===== config.mk =====
export PLATFORM = sky130hd
export DESIGN_NAME = slv_guard_rst_seq
export DESIGN_NICKNAME = d
export VERILOG_FILES = /design/src/rtl/slv_guard_rst_seq_pkg.sv /design/src/rtl/slv_guard_timer.sv /design/src/rtl/slv_guard_rst_seq.sv
export SDC_FILE = /design/constraint.sdc
export NUM_CORES = 1
export LEC_CHECK = 0
export BUFFER_PORTS_ARGS = -buffer_cell sky130_fd_sc_hd__buf_2
export CORE_MARGIN = 8
export CORE_UTILIZATION = 45
export DETAILED_ROUTE_END_ITERATION = 6
export GPL_TIMING_DRIVEN = 0
export HOLD_SLACK_MARGIN = 0.1
export MAX_ROUTING_LAYER = met4
export PLACE_DENSITY = 0.77
export SLEW_MARGIN = 20
export SYNTH_ARGS = -nofsm -noshare
export SYNTH_HDL_FRONTEND = slang
export SYNTH_SLANG_ARGS = --single-unit

===== constraint.sdc =====
create_clock -name clk_i -period 1.89 [get_ports clk_i]
set_input_delay 0.378 -clock clk_i [delete_from_list [all_inputs] [get_ports clk_i]]
set_output_delay 0.378 -clock clk_i [all_outputs]
set_load 0.05 [all_outputs]

===== src/rtl/slv_guard_rst_seq_pkg.sv =====
// Shared types for the guarded-subordinate reset sequencer: FSM states, reset causes,
// and sizing of the optional ack-timeout counter.
package slv_guard_rst_seq_pkg;

    typedef enum logic [2:0] {
        StIdle,
        StIsolate,
        StDrain,
        StReq,
        StHold,
        StCool
    } state_e;

    typedef enum logic [1:0] {
        CauseNone    = 2'd0,
        CauseFault   = 2'd1,
        CauseSw      = 2'd2,
        CauseDrainTo = 2'd3
    } cause_e;

    localparam int AckTimeoutDefault = 1024;

    function automatic int ack_cnt_width(input int timeout);
        return $clog2(timeout + 1);
    endfunction

    localparam int AckCntWidth = ack_cnt_width(AckTimeoutDefault);

endpackage


===== src/rtl/slv_guard_timer.sv =====
// Loadable down-counter that stops at zero; shared by the drain and cooldown phases.
module slv_guard_timer #(
    parameter int CntWidth = 16
) (
    input  logic                clk_i,
    input  logic                rst_ni,
    input  logic                load_i,
    input  logic                en_i,
    input  logic [CntWidth-1:0] val_i,
    output logic                zero_o
);

    logic [CntWidth-1:0] cnt_q;

    always_ff @(posedge clk_i or negedge rst_ni) begin
        if (!rst_ni) begin
            cnt_q <= '0;
        end else if (load_i) begin
            cnt_q <= val_i;
        end else if (en_i && (cnt_q != '0)) begin
            cnt_q <= cnt_q - 1'b1;
        end
    end

    assign zero_o = (cnt_q == '0);

endmodule


===== src/rtl/slv_guard_rst_seq.sv =====
// Reset sequencer for one guarded subordinate port: isolate, drain, reset handshake, cooldown.
// Optional ack watchdog on the reset handshake: define SLV_GUARD_RST_SEQ_ACK_TIMEOUT_EN.
module slv_guard_rst_seq
    import slv_guard_rst_seq_pkg::*;
#(
    parameter int CntWidth    = 16,
    parameter int PendWidth   = 4,
    parameter int RstCntWidth = 8,
    parameter int AckTimeout  = AckTimeoutDefault
) (
    input  logic                   clk_i,
    input  logic                   rst_ni,
    input  logic                   ena_i,
    input  logic                   fault_i,
    input  logic                   sw_rst_i,
    input  logic [PendWidth-1:0]   wr_pend_i,
    input  logic [PendWidth-1:0]   rd_pend_i,
    input  logic [CntWidth-1:0]    drain_budget_i,
    input  logic [CntWidth-1:0]    cool_budget_i,
    output logic                   isolate_o,
    output logic                   rst_req_o,
    input  logic                   rst_stat_i,
    output logic                   busy_o,
    output logic                   irq_o,
    input  logic                   irq_clr_i,
    output logic [1:0]             cause_o,
    output logic [RstCntWidth-1:0] rst_cnt_o
`ifdef SLV_GUARD_RST_SEQ_ACK_TIMEOUT_EN
    ,
    output logic                   ack_err_o
`endif
);

    state_e                 state_q, state_d;
    cause_e                 cause_q, cause_d;
    logic                   irq_q, irq_set;
    logic                   isolate_q, rst_req_q;
    logic [RstCntWidth-1:0] rst_cnt_q;
    logic                   cnt_inc;
    logic                   tmr_load, tmr_en, tmr_zero;
    logic [CntWidth-1:0]    tmr_val;
    logic                   is_fault, trigger, drained;
    logic                   ack_expire, ack_fail, ack_err_d, blocked;

    assign is_fault = ena_i & fault_i;
    assign trigger  = (is_fault | sw_rst_i) & ~blocked;
    assign drained  = (wr_pend_i == '0) && (rd_pend_i == '0);
    assign tmr_en   = (state_q == StDrain) || (state_q == StCool);

    slv_guard_timer #(
        .CntWidth (CntWidth)
    ) u_timer (
        .clk_i  (clk_i),
        .rst_ni (rst_ni),
        .load_i (tmr_load),
        .en_i   (tmr_en),
        .val_i  (tmr_val),
        .zero_o (tmr_zero)
    );

    always_comb begin
        state_d  = state_q;
        cause_d  = cause_q;
        irq_set  = 1'b0;
        cnt_inc  = 1'b0;
        tmr_load = 1'b0;
        tmr_val  = drain_budget_i;
        ack_fail = 1'b0;
        case (state_q)
            StIdle: begin
                if (trigger) begin
                    state_d = StIsolate;
                    cause_d = is_fault ? CauseFault : CauseSw;
                    irq_set = 1'b1;
                end
            end
            StIsolate: begin
                tmr_load = 1'b1;
                tmr_val  = drain_budget_i;
                state_d  = StDrain;
            end
            StDrain: begin
                // A clean drain wins over a timeout landing in the same cycle.
                if (drained) begin
                    state_d = StReq;
                end else if (tmr_zero) begin
                    state_d = StReq;
                    cause_d = CauseDrainTo;
                end
            end
            StReq: begin
                if (rst_stat_i) begin
                    state_d = StHold;
                end else if (ack_expire) begin
                    state_d  = StIdle;
                    ack_fail = 1'b1;
                    irq_set  = 1'b1;
                end
            end
            StHold: begin
                if (!rst_stat_i) begin
                    tmr_load = 1'b1;
                    tmr_val  = cool_budget_i;
                    state_d  = StCool;
                end else if (ack_expire) begin
                    state_d  = StIdle;
                    ack_fail = 1'b1;
                    irq_set  = 1'b1;
                end
            end
            StCool: begin
                if (tmr_zero) begin
                    state_d = StIdle;
                    cnt_inc = 1'b1;
                end
            end
            default: state_d = StIdle;
        endcase
    end

    always_ff @(posedge clk_i or negedge rst_ni) begin
        if (!rst_ni) begin
            state_q   <= StIdle;
            cause_q   <= CauseNone;
            irq_q     <= 1'b0;
            isolate_q <= 1'b0;
            rst_req_q <= 1'b0;
            rst_cnt_q <= '0;
        end else begin
            state_q   <= state_d;
            cause_q   <= cause_d;
            irq_q     <= irq_set | (irq_q & ~irq_clr_i);
            isolate_q <= (state_d != StIdle) | ack_err_d;
            rst_req_q <= (state_d == StReq);
            if (cnt_inc && (rst_cnt_q != '1)) begin
                rst_cnt_q <= rst_cnt_q + 1'b1;
            end
        end
    end

`ifdef SLV_GUARD_RST_SEQ_ACK_TIMEOUT_EN
    localparam int AckW = ack_cnt_width(AckTimeout);

    logic [AckW-1:0] ack_cnt_q;
    logic            ack_err_q;
    logic            ack_wait;

    assign ack_wait   = (state_q == StReq) || (state_q == StHold);
    assign ack_expire = ack_wait && (ack_cnt_q == AckW'(AckTimeout - 1));
    assign ack_err_d  = ack_err_q | ack_fail;
    assign blocked    = ack_err_q;
    assign ack_err_o  = ack_err_q;

    // Counter restarts on every state change so REQ and HOLD each get a full window.
    always_ff @(posedge clk_i or negedge rst_ni) begin
        if (!rst_ni) begin
            ack_cnt_q <= '0;
            ack_err_q <= 1'b0;
        end else begin
            ack_err_q <= ack_err_d;
            if ((state_d != state_q) || !ack_wait) begin
                ack_cnt_q <= '0;
            end else begin
                ack_cnt_q <= ack_cnt_q + 1'b1;
            end
        end
    end
`else
    assign ack_expire = 1'b0;
    assign ack_err_d  = ack_fail;
    assign blocked    = 1'b0;
`endif

    assign isolate_o = isolate_q;
    assign rst_req_o = rst_req_q;
    assign busy_o    = (state_q != StIdle);
    assign irq_o     = irq_q;
    assign cause_o   = cause_q;
    assign rst_cnt_o = rst_cnt_q;

endmodule


==> results of run 1 <==
## flip-flops by register name, indices dropped and copies added, names as in the netlist
name and cells:
rst_req_o 1, irq_o 1, cause_o 2, rst_cnt_o 8, u_timer.cnt_q 16, state_q 3, isolate_o 1
## final cells by class
cell class	count	area, um^2
Tap cell	52	65.1
Buffer	9	68.8
Clock buffer	6	72.6
Clock inverter	1	5.00
Inverter	8	30.0
Timing Repair Buffer	83	483
Multi-Input combinational cell	159	1280
Fill cell	331	1480
Sequential cell	32	807
## critical path: stages, from the launching register on
cell     delay [ns]
dfrtp_1        0.44
buf_4          0.24
and3b_1        0.30
nor2_4         0.11
or4_1          0.52
a32o_1         0.27
## per-stage QoR
| step | cell area, um^2 | setup TNS [ns] | hold slack [ns] | setup slack, ns | cells |
|---|---|---|---|---|---|
| after floorplan | 1970 | 0 | 0.0824 | 0.00570 | 208 |
| after detailed placement | 2340 | -4.69 | 0.474 | -0.358 | 320 |
| after CTS | 2610 | -0.0241 | 0.174 | -0.0241 | 338 |
| final | 2810 | -0.133 | 0.155 | -0.0835 | 350 |
| after global routing | 2810 | -0.973 | 0.208 | -0.132 | 350 |
| after global placement | 2340 | -4.11 | 0.470 | -0.304 | 320 |
## repair_timing
action                                  CTS  global route
setup buffers                            12            10
gates resized for setup                  25            27
gates cloned                              0             2
endpoints found under the setup margin   27            27
pin swaps                                 6             7
hold buffers                              0             0
## layout by cell type, fill, tap and decap left out, types with 4 or more instances in the layout
cell	synthesis	final
a21oi_1	13	13
a22oi_1	11	11
a32o_1	4	4
a32oi_1	4	4
buf_2	5	63
buf_4	1	23
clkbuf_8	0	5
dfrtp_1	32	27
dfrtp_2	0	5
inv_1	8	7
nand2_1	10	9
nand3_1	8	7
nand4_1	5	5
nor2_1	15	14
nor4_4	1	4
o21ai_0	13	12
o311a_1	4	4
or3_1	4	4
xnor2_1	7	7
## layer usage
metal | vias to the layer above | wire length [um] | track usage, %
met4 | 0 | 123 | 9.12
met1 | 1042 | 2690 | 20.6
met2 | 83 | 3160 | 29.0
met3 | 10 | 361 | 2.49
met5 | - | 0 | -
li1 | 995 | - | -
## cells by family after synthesis
family | share of synthesized area [%]
AOI/OAI and AO/OA | 25.7
xor gates and xnor gates | 4.00
adders and majority gates | 1.27
buffers and inverters | 3.94
DFF | 40.6
muxes | 0.571
and+or+nand+nor | 23.9
## power by group through the flow
stage	sequential, mW	clock [mW]	combinational, mW
2_1_floorplan	1.26	0	1.34
3_3_place_gp	1.15	0	1.88
3_5_place_dp	1.15	0	1.92
4_1_cts	1.17	0.515	2.25
5_1_grt	1.24	0.537	2.88
6_report	1.23	0.506	2.68
## worst max-delay path by stage
stage,start,end,slack [ns],cells after the start
5_1_grt,state_q[0],u_timer.cnt_q[14],-0.13,5
3_5_place_dp,u_timer.cnt_q[0],u_timer.cnt_q[9],-0.36,8
4_1_cts,u_timer.cnt_q[5],u_timer.cnt_q[14],-0.02,5
6_report,state_q[0],u_timer.cnt_q[14],-0.08,5
3_3_place_gp,u_timer.cnt_q[0],u_timer.cnt_q[7],-0.30,8
2_1_floorplan,u_timer.cnt_q[5],u_timer.cnt_q[14],0.006,5
==> metrics.log, run 1 <==
[metrics] Final Max Tran Viols: 0
[metrics] violated checks: setup timing
[metrics] number of sinks driven by the clock tree: 32
[metrics] post-route clock period utilization: 104%
[metrics] kind of path behind the tightest hold check: in -> async
[metrics] Total Routing Usage GR: 17.7%
[metrics] total vias in the final route: approximately 2100
[metrics] clock network power share: 11.5%
[metrics] root buffer selected by CTS: clkbuf_8
[metrics] Ant. Diodes: 0
[metrics] final HPWL from detailed placement: between 4 and 5 mm
[metrics] clock network latency to the later pin of the worst-skew pair: 0.29 ns
[metrics] sum of routed wire length over all layers: 6.34 mm
[metrics] number of cells on the worst reg-to-reg path: 5
[metrics] Net count, final: between 300 and 400
[metrics] unrepaired setup endpoints after global routing: true
[metrics] first-pass GRT wire length: 9.13 mm
[metrics] nets in the synthesized netlist: 257
[metrics] Seq cells post-synth: 32
[metrics] leak pwr: 1.28 nW
[metrics] Synth area leader: dfrtp_1
[metrics] Synth top area share: 40.6%
[metrics] transition time at the pin with the least slew margin: between 0.7 and 0.8 ns
[metrics] CTS tree: yes
[metrics] top cells by instance count after synthesis: dfrtp_1 (32), nor2_1 (15), a21oi_1 (13), o21ai_0 (13), a22oi_1 (11)
[metrics] internal cell power: 2.35 mW
[metrics] DRC Markers: 0
[metrics] share of layout cells above drive strength 1: between 40% and 50%
[metrics] Switching Fraction: 46.9%
[metrics] maximum resistive drop on vdd: 0.864 mV
[metrics] syn avg cell area: 9.47 um^2
[metrics] part of the power in combinational logic: 60.7%
[metrics] gr ovfl total: 0
[metrics] CORE AREA: 4290 um^2
[metrics] Seq/Total Area, Yosys: 40.6%
[metrics] largest cells by area after synthesis: dfrtp_1 (41%), a22oi_1 (4.2%), a21oi_1 (3.3%), o21ai_0 (3.3%), xnor2_1 (3.1%)
[metrics] ANT nets after route: 0
[metrics] power per unit of standard cell area: 1570 nW/um^2
[metrics] area growth from synthesis to final layout: 42.7%
[metrics] Die Wd: slightly above 80 um
[metrics] number of endpoints failing setup at the final stage: 4
[metrics] height of the die: 82.2 um
[metrics] number of primary I/O pins: 61
[metrics] power consumption: 4.42 mW
[metrics] shortest period the worst path allows: 1.97 ns
[metrics] Port Buf Inserts: 60
[metrics] length of the first detailed-routing pass in iterations: 4
[metrics] count of mapped cells out of synthesis: between 200 and 250
[metrics] worst setup slack for register-to-register paths: -0.08 ns
[metrics] Clock transition at path regs: 0.07 ns
[metrics] top-count cell post-synth: dfrtp_1
[metrics] Final Wtd Congestion: 0.890
[metrics] data arrival time of the critical path: 2.16 ns
[metrics] CP Launch Type: register
[metrics] maximum number of pins on one net before global-route repair: 33
[metrics] worst setup margin: -0.0835 ns
[metrics] post-DR vias/cell: 6.09
[metrics] result of the run: finished with violations
[metrics] row count: 24
[metrics] post-synthesis async set-or-reset flop share: 100%
[metrics] Starting Density: 45.9%
[metrics] CTS H-tree lvls: 2
[metrics] kind of capture point of the worst setup path: register
[metrics] number of antenna violations at the first check in global routing: 0
[metrics] EDFF count, synth: 0
[metrics] average routed wire per standard cell: 18.1 um
[metrics] via count of the first global-routing pass: 1998
[metrics] total CTS buffers: 5
[metrics] Post-synth top flop: dfrtp_1
[metrics] worst setup path category: reg -> reg
[metrics] Post-Syn Area: 1970 um^2
[metrics] Finished Core Util: 65.5%
[metrics] CTS max path bufs: 2
[metrics] synthesis warning total: 0
[metrics] worst slew margin relative to its limit: 50.2%
[metrics] CP max FO: 10
[metrics] violation count after the first detailed-routing iteration: 205
[metrics] post-synthesis cell type count: 52
[metrics] startpoint of the worst-slack reg-to-reg timing path: state_q[0]
[metrics] final clock skew: 0.0105 ns
[metrics] DIE AREA: 6750 um^2
[metrics] achievable frequency: 507 MHz
[metrics] part of the total power dissipated in sequential elements: 27.8%
[metrics] Psw: between 2 and 2.5 mW
[metrics] Final Hold Vio Count: 0
[metrics] max-cap violations: 0
[metrics] endpoint of the worst register-to-register path: u_timer.cnt_q[14]
[metrics] required time of the worst setup path: 2.07 ns
No activity file was read; power rests on OpenSTA's default activity.
==> run 2: changes to the inputs <==
- CTS_BUF_LIST: not set -> sky130_fd_sc_hd__clkbuf_2
==> run 2 against run 1 <==
The run still ends with setup timing left. Final area shrank 0.80%. Fmax up 1.5%. Die area is the same. Worst hold slack got worse by 0.021 ns. Critical path depth increased by 2. Non-clock buffer count is 3 higher. First-iteration DRC count down 29%. Combinational power hardly changed. Routed wire length decreased by 1.7%. Largest cell class unchanged. Total power down 4.4%. Worst setup slack improved by 0.030 ns.
==> metrics.log, run 2 (synthesis gave the netlist of run 1 again) <==
[metrics] row count: 24 (unchanged)
[metrics] violated checks: setup timing
[metrics] root buffer selected by CTS: clkbuf_2
[metrics] met3 wire length: 336 um (-6.9%)
[metrics] CP Launch Type: register
[metrics] post-DR vias/cell: 5.98 (-1.7%)
[metrics] number of cells on the worst reg-to-reg path: 7 (+2)
[metrics] internal cell power: 2.20 mW (-6.2%)
[metrics] ANT nets after route: 0 (unchanged)
[metrics] required time of the worst setup path: 2.17 ns (+0.10 ns)
[metrics] placed cell count: 320 (unchanged)
[metrics] flip-flop count of the largest register after layout: 16 (unchanged)
[metrics] leak pwr: 1.28 nW (about the same)
[metrics] top library cells by usage in the layout, fill and taps aside: buf_2 (61), dfrtp_1 (25), buf_4 (23)
[metrics] cells along the critical path: buf_12, nor4_4, and4_1, buf_6, and3_4, buf_6, mux2_4
[metrics] CORE AREA: 4290 um^2 (unchanged)
[metrics] result of the run: finished with violations
[metrics] length of the first detailed-routing pass in iterations: 5 (+1)
[metrics] most common cell after layout, fill and taps aside: buf_2
[metrics] clock network power share: 8.0% (-3.5 points)
[metrics] Most flops, register: u_timer.cnt_q
[metrics] maximum number of pins on one net before global-route repair: 33 (unchanged)
[metrics] kind of capture point of the worst setup path: register
[metrics] worst setup path category: reg -> reg
[metrics] post-layout instance count excluding filler cells: 352 (+0.57%)
[metrics] wl on met1: 2.56 mm (-4.8%)
[metrics] Clock transition at path regs: 0.17 ns (+0.10 ns)
[metrics] average routed wire per standard cell: 17.7 um (-2.2%)
[metrics] DR WL met2: 3.21 mm (+1.6%)
[metrics] number of primary I/O pins: 61 (unchanged)
[metrics] number of sinks driven by the clock tree: 32 (unchanged)
[metrics] post-route clock period utilization: 103% (-1.6 points)
[metrics] top routing layer in use: met4
[metrics] post-detailed-placement cell area: 2340 um^2 (unchanged)
[metrics] number of antenna violations at the first check in global routing: 0 (unchanged)
[metrics] endpoint of the worst register-to-register path: rst_cnt_o[1]
[metrics] power per unit of standard cell area: 1510 nW/um^2 (-3.6%)
[metrics] most common cell type on the critical path: buf_6
[metrics] clock network latency to the later pin of the worst-skew pair: 0.40 ns (+0.11 ns)
[metrics] cell class contributing the biggest share of worst-path delay: simple AND/OR/NAND/NOR gates
[metrics] unrepaired setup endpoints after global routing: true
[metrics] Final Wtd Congestion: 0.890 (unchanged)
[metrics] number of endpoints failing setup at the final stage: 4 (unchanged)
[metrics] area growth from synthesis to final layout: 41.5%
[metrics] achievable frequency: 515 MHz (+1.5%)
[metrics] Hold Path Origin: irq_clr_i
[metrics] final hold slack: 0.135 ns (-0.0208 ns)
[metrics] data arrival time of the critical path: 2.23 ns (+0.07 ns)
[metrics] Port Buf Inserts: 60 (unchanged)
[metrics] Final Max Tran Viols: 0 (unchanged)
[metrics] max-cap violations: 0 (unchanged)
[metrics] part of the power in combinational logic: 64.2% (+3.5 points)
[metrics] Slowest Stage Delay on Critical Path: 0.46 ns (-0.06 ns)
[metrics] first-pass GRT wire length: 9.41 mm (+3.1%)
[metrics] Ant. Diodes: 0 (unchanged)
[metrics] worst setup margin: -0.0535 ns (+0.0300 ns)
[metrics] power consumption: 4.22 mW (-4.4%)
[metrics] kind of path behind the tightest hold check: in -> reg
[metrics] final clock skew: 0.0274 ns (+0.0169 ns)
[metrics] Die Wd: 82.2 um (unchanged)
[metrics] worst setup slack for register-to-register paths: -0.05 ns (+0.03 ns)
[metrics] Switching Fraction: 47.9% (+0.98 points)
[metrics] Total Routing Usage GR: 18.3% (+0.58 points)
[metrics] Post-Layout Inst Area: 2790 um^2 (-0.80%)
[metrics] total vias in the final route: 2105 (-1.2%)
[metrics] share of layout cells above drive strength 1: 45.7% (about the same)
[metrics] sum of routed wire length over all layers: 6.23 mm (-1.7%)
[metrics] total of fill cells in the finished design: 342 (+3.3%)
[metrics] CTS max path bufs: 2 (unchanged)
[metrics] part of the total power dissipated in sequential elements: 27.8% (about the same)
[metrics] maximum resistive drop on vdd: 0.718 mV (-17%)
[metrics] worst slew margin relative to its limit: 49.4% (-0.82 points)
[metrics] CTS H-tree lvls: 2 (unchanged)
[metrics] Starting Density: 45.9% (unchanged)
[metrics] Final Hold Vio Count: 0 (unchanged)
[metrics] shortest period the worst path allows: 1.94 ns (-0.0300 ns)
[metrics] DRC Markers: 0 (unchanged)
[metrics] end point of the worst hold path: irq_o
[metrics] Net count, final: 349 (+0.58%)
[metrics] startpoint of the worst-slack reg-to-reg timing path: u_timer.cnt_q[5]
[metrics] Psw: 2.02 mW (-2.4%)
[metrics] height of the die: 82.2 um (unchanged)
[metrics] CP max FO: 8 (-2)
[metrics] transition time at the pin with the least slew margin: 0.759 ns (+0.0124 ns)
[metrics] DIE AREA: 6750 um^2 (unchanged)
[metrics] Slowest cell on crit path: dfrtp_2
[metrics] gr ovfl total: 0 (unchanged)
[metrics] CTS tree: yes
[metrics] final HPWL from detailed placement: 4.05 mm (unchanged)
[metrics] crit path buf inv count: 3 (+2)
[metrics] via count of the first global-routing pass: 2041 (+2.2%)
[metrics] violation count after the first detailed-routing iteration: 145 (-29%)
[metrics] hold-critical path depth: 2
[metrics] total CTS buffers: 5 (unchanged)
[run 2: how the worst max path moves through the flow]
stage | startpoint | to | slack [ns] | cells after the start
after global routing | u_timer.cnt_q[5] | rst_cnt_o[1] | -0.12 | 7
final | u_timer.cnt_q[5] | rst_cnt_o[1] | -0.05 | 7
after global placement | u_timer.cnt_q[0] | u_timer.cnt_q[7] | -0.30 | 8
after detailed placement | u_timer.cnt_q[0] | u_timer.cnt_q[9] | -0.36 | 8
after floorplan | u_timer.cnt_q[5] | u_timer.cnt_q[14] | 0.006 | 5
after CTS | u_timer.cnt_q[3] | u_timer.cnt_q[14] | -0.03 | 5
[run 2: through the flow]
stage | utilization (%) | setup TNS (ns) | worst slack, ns
floorplan | - | 0 | 0.00570
global placement | 54.4 | -4.11 | -0.304
detailed placement | 54.4 | -4.69 | -0.358
CTS | 61.1 | -0.0252 | -0.0252
global route | 64.9 | -1.10 | -0.116
finish | 64.9 | -0.150 | -0.0535
[run 2: layout make-up]
cell class / count / area (um^2) / share of cell area, %
Clock inverter: 1 / 5.00 / 0.179
Tap cell: 52 / 65.1 / 2.33
Sequential cell: 32 / 810 / 29.0
Timing Repair Buffer: 86 / 518 / 18.6
Buffer: 9 / 83.8 / 3.01
Multi-Input combinational cell: 158 / 1250 / 44.7
Clock buffer: 6 / 30.0 / 1.08
Inverter: 8 / 30.0 / 1.08
[run 2: metal layers]
| metal | global-route usage, % | vias to the layer above |
|---|---|---|
| met5 | - | - |
| met4 | 8.77 | 0 |
| met3 | 2.92 | 12 |
| met2 | 30.1 | 72 |
| met1 | 21.2 | 1028 |
| li1 | - | 993 |
[run 2: power groups by stage]
stage / Combinational, mW / Clock, mW / Sequential, mW
after floorplan: 1.34 / 0 / 1.26
after global placement: 1.88 / 0 / 1.15
after detailed placement: 1.92 / 0 / 1.15
after CTS: 2.38 / 0.339 / 1.16
after global routing: 2.94 / 0.369 / 1.19
final: 2.71 / 0.337 / 1.17
[run 2: timing repair]
action | CTS | global route
gates cloned | 0 | 1
hold buffers | 1 | 0
pin swaps | 8 | 14
setup endpoints to repair | 28 | 25
resized for setup | 32 | 22
hold endpoints to repair | 32 | 0
setup buffers | 17 | 8
[run 2: worst reg2reg max path, stage by stage (launching register included)]
cell and delay [ns]:
dfrtp_2 0.46, buf_12 0.14, nor4_4 0.27, and4_1 0.24
buf_6 0.13, and3_4 0.18, buf_6 0.13, mux2_4 0.30
==> run 3: changes to the inputs <==
- CELL_PAD_IN_SITES_DETAIL_PLACEMENT: not set -> 1
- CELL_PAD_IN_SITES_GLOBAL_PLACEMENT: not set -> 1
- CORE_UTILIZATION: 45 -> 36
- PLACE_DENSITY: 0.77 -> 0.76
==> run 3 against run 2 <==
The run still ends with setup timing left. Register-to-register slack barely moved. Critical path type unchanged. Clock-buffer cell count unchanged. Clock power up 44%.
==> metrics.log, run 3 (synthesis gave the netlist of run 1 again) <==
[metrics] worst setup path category: reg -> reg
[metrics] DRC Markers: 0 (unchanged)
[metrics] flip-flop count of the largest register after layout: 16 (unchanged)
[metrics] end point of the worst hold path: irq_o
[metrics] Net count, final: 346 (-0.86%)
[metrics] post-layout instance count excluding filler cells: 370 (+5.1%)
[metrics] Die Wd: 90.0 um (+9.5%)
[metrics] worst setup margin: -0.0540 ns (-0.000570 ns)
[metrics] total of fill cells in the finished design: 650 (+90%)
[metrics] worst slew margin relative to its limit: 48.8% (-0.61 points)
[metrics] CTS H-tree lvls: 2 (unchanged)
[metrics] via count of the first global-routing pass: 2211 (+8.3%)
[metrics] shortest period the worst path allows: 1.94 ns (+0.000570 ns)
[metrics] power per unit of standard cell area: 1610 nW/um^2 (+6.2%)
[metrics] startpoint of the worst-slack reg-to-reg timing path: u_timer.cnt_q[6]
[metrics] clock network latency to the later pin of the worst-skew pair: 0.40 ns (about the same)
[metrics] worst setup slack for register-to-register paths: -0.05 ns (about the same)
[metrics] GRT busiest layer: met2
[metrics] Final Wtd Congestion: 0.807 (-9.4%)
[metrics] Post-Layout Inst Area: 2850 um^2 (+2.2%)
[metrics] Most flops, register: u_timer.cnt_q
[metrics] number of cells on the worst reg-to-reg path: 7 (unchanged)
[metrics] Starting Density: 36.5% (-9.4 points)
[metrics] Clock transition at path regs: 0.18 ns (about the same)
[metrics] Total Routing Usage GR: 16.6% (-1.7 points)
[metrics] average routed wire per standard cell: 19.3 um (+8.8%)
[metrics] post-detailed-placement cell area: 2360 um^2 (+1.1%)
[metrics] achievable frequency: 514 MHz (about the same)
[metrics] number of sinks driven by the clock tree: 32 (unchanged)
[metrics] root buffer selected by CTS: clkbuf_2
[metrics] result of the run: finished with violations
[metrics] leak pwr: 1.29 nW (+0.78%)
[metrics] endpoint of the worst register-to-register path: u_timer.cnt_q[4]
[metrics] final hold slack: 0.133 ns (-0.00202 ns)
[metrics] first-pass GRT wire length: 10.8 mm (+15%)
[metrics] height of the die: 90.0 um (+9.5%)
[metrics] number of endpoints failing setup at the final stage: 9 (+5)
[metrics] final HPWL from detailed placement: 4.46 mm (+10%)
[metrics] total vias in the final route: 2139 (+1.6%)
[metrics] area growth from synthesis to final layout: 44.6%
[metrics] number of antenna violations at the first check in global routing: 0 (unchanged)
[metrics] length of the first detailed-routing pass in iterations: 4 (-1)
[metrics] gr ovfl total: 0 (unchanged)
[metrics] placed cell count: 340 (+6.3%)
[metrics] kind of path behind the tightest hold check: in -> reg
[metrics] M3 GR Usage: 2.91% (-0.013 points)
[metrics] row count: 27 (+13%)
[metrics] total CTS buffers: 5 (unchanged)
[metrics] max-cap violations: 0 (unchanged)
[metrics] CORE AREA: 5410 um^2 (+26%)
[metrics] number of primary I/O pins: 61 (unchanged)
[metrics] transition time at the pin with the least slew margin: 0.768 ns (+0.00915 ns)
[metrics] Final Hold Vio Count: 0 (unchanged)
[metrics] global routing usage on met1: 19.3% (-1.9 points)
[metrics] CP max FO: 7 (-1)
[metrics] maximum number of pins on one net before global-route repair: 33 (unchanged)
[metrics] post-DR vias/cell: 5.78 (-3.3%)
[metrics] CP Launch Type: register
[metrics] maximum resistive drop on vdd: 0.637 mV (-11%)
[metrics] post-route clock period utilization: 103% (about the same)
[metrics] hold-critical path depth: 2 (unchanged)
[metrics] most common cell after layout, fill and taps aside: buf_2
[metrics] CTS max path bufs: 2 (unchanged)
[metrics] unrepaired setup endpoints after global routing: true
[metrics] required time of the worst setup path: 2.17 ns (about the same)
[metrics] met2 usage in global routing: 28.2% (-2.0 points)
[metrics] Ant. Diodes: 0 (unchanged)
[metrics] violation count after the first detailed-routing iteration: 127 (-12%)
[metrics] kind of capture point of the worst setup path: register
[metrics] Final Max Tran Viols: 0 (unchanged)
[metrics] share of layout cells above drive strength 1: 48.0% (+2.3 points)
[metrics] CTS tree: yes
[metrics] data arrival time of the critical path: 2.23 ns (about the same)
[metrics] sum of routed wire length over all layers: 7.13 mm (+14%)
[metrics] Finished Core Util: 52.7% (-12 points)
[metrics] Port Buf Inserts: 60 (unchanged)
[metrics] Hold Path Origin: irq_clr_i
[metrics] ANT nets after route: 0 (unchanged)
[metrics] top library cells by usage in the layout, fill and taps aside: buf_2 (59), dfrtp_1 (26), buf_4 (23)
[metrics] violated checks: setup timing
[metrics] DIE AREA: 8100 um^2 (+20%)
[metrics] final clock skew: 0.0229 ns (-0.00449 ns)
## run 3: worst max-delay path by stage
| stage | from | to | cells past startpoint |
|---|---|---|---|
| floorplan | u_timer.cnt_q[5] | u_timer.cnt_q[14] | 5 |
| finish | u_timer.cnt_q[6] | u_timer.cnt_q[4] | 7 |
| global route | u_timer.cnt_q[6] | u_timer.cnt_q[4] | 7 |
| detailed placement | u_timer.cnt_q[0] | u_timer.cnt_q[15] | 8 |
| CTS | u_timer.cnt_q[5] | u_timer.cnt_q[14] | 5 |
| global placement | u_timer.cnt_q[0] | u_timer.cnt_q[10] | 8 |
## run 3: metal layers
| metal | vias to the layer above | wire (um) | part of all wire [%] |
|---|---|---|---|
| li1 | 994 | - | - |
| met1 | 1063 | 3120 | 44 |
| met2 | 65 | 3610 | 51 |
| met3 | 17 | 268 | 3.8 |
| met4 | 0 | 128 | 1.8 |
| met5 | - | 0 | 0 |
## run 3: repair_timing
action	in CTS	in global routing
pin swaps	9	14
cloned	0	1
resized for setup	36	35
endpoints found under the setup margin	30	25
hold buffers	1	0
setup buffers	17	7
hold endpoints to repair	32	0
## run 3: power by group
group | internal, mW | leakage [nW] | switching [mW]
Clock | 0.228 | 0.0430 | 0.258
Combinational | 1.26 | 0.846 | 1.62
Sequential | 0.911 | 0.404 | 0.298
## run 3: critical path: stages, from the launching register on
cell and delay (ns):
dfrtp_1 0.45, buf_6 0.14, nor4_4 0.29, and4_1 0.26
buf_6 0.15, nor2_4 0.08, buf_6 0.14, o311a_1 0.32
## run 3: final cells by class
cell class                 instances  area (um^2)  share of cell area (%)
timing repair buffer              84          493                    17.3
buffer                             8         75.1                    2.64
sequential                        32          808                    28.4
tap                               72         90.1                    3.16
inverter                           8         30.0                    1.05
clock buffer                       6         30.0                    1.05
multi-input combinational        158         1290                    45.2
clock inverter                     2         35.0                    1.23
## run 3: per-stage QoR
stage	setup WS [ns]	TNS, ns	power (mW)
after floorplan	0.00570	0	2.60
after global placement	-0.381	-6.15	3.08
after detailed placement	-0.394	-7.02	3.12
after CTS	-0.0239	-0.0239	4.09
after global routing	-0.110	-1.25	4.86
final	-0.0540	-0.244	4.58
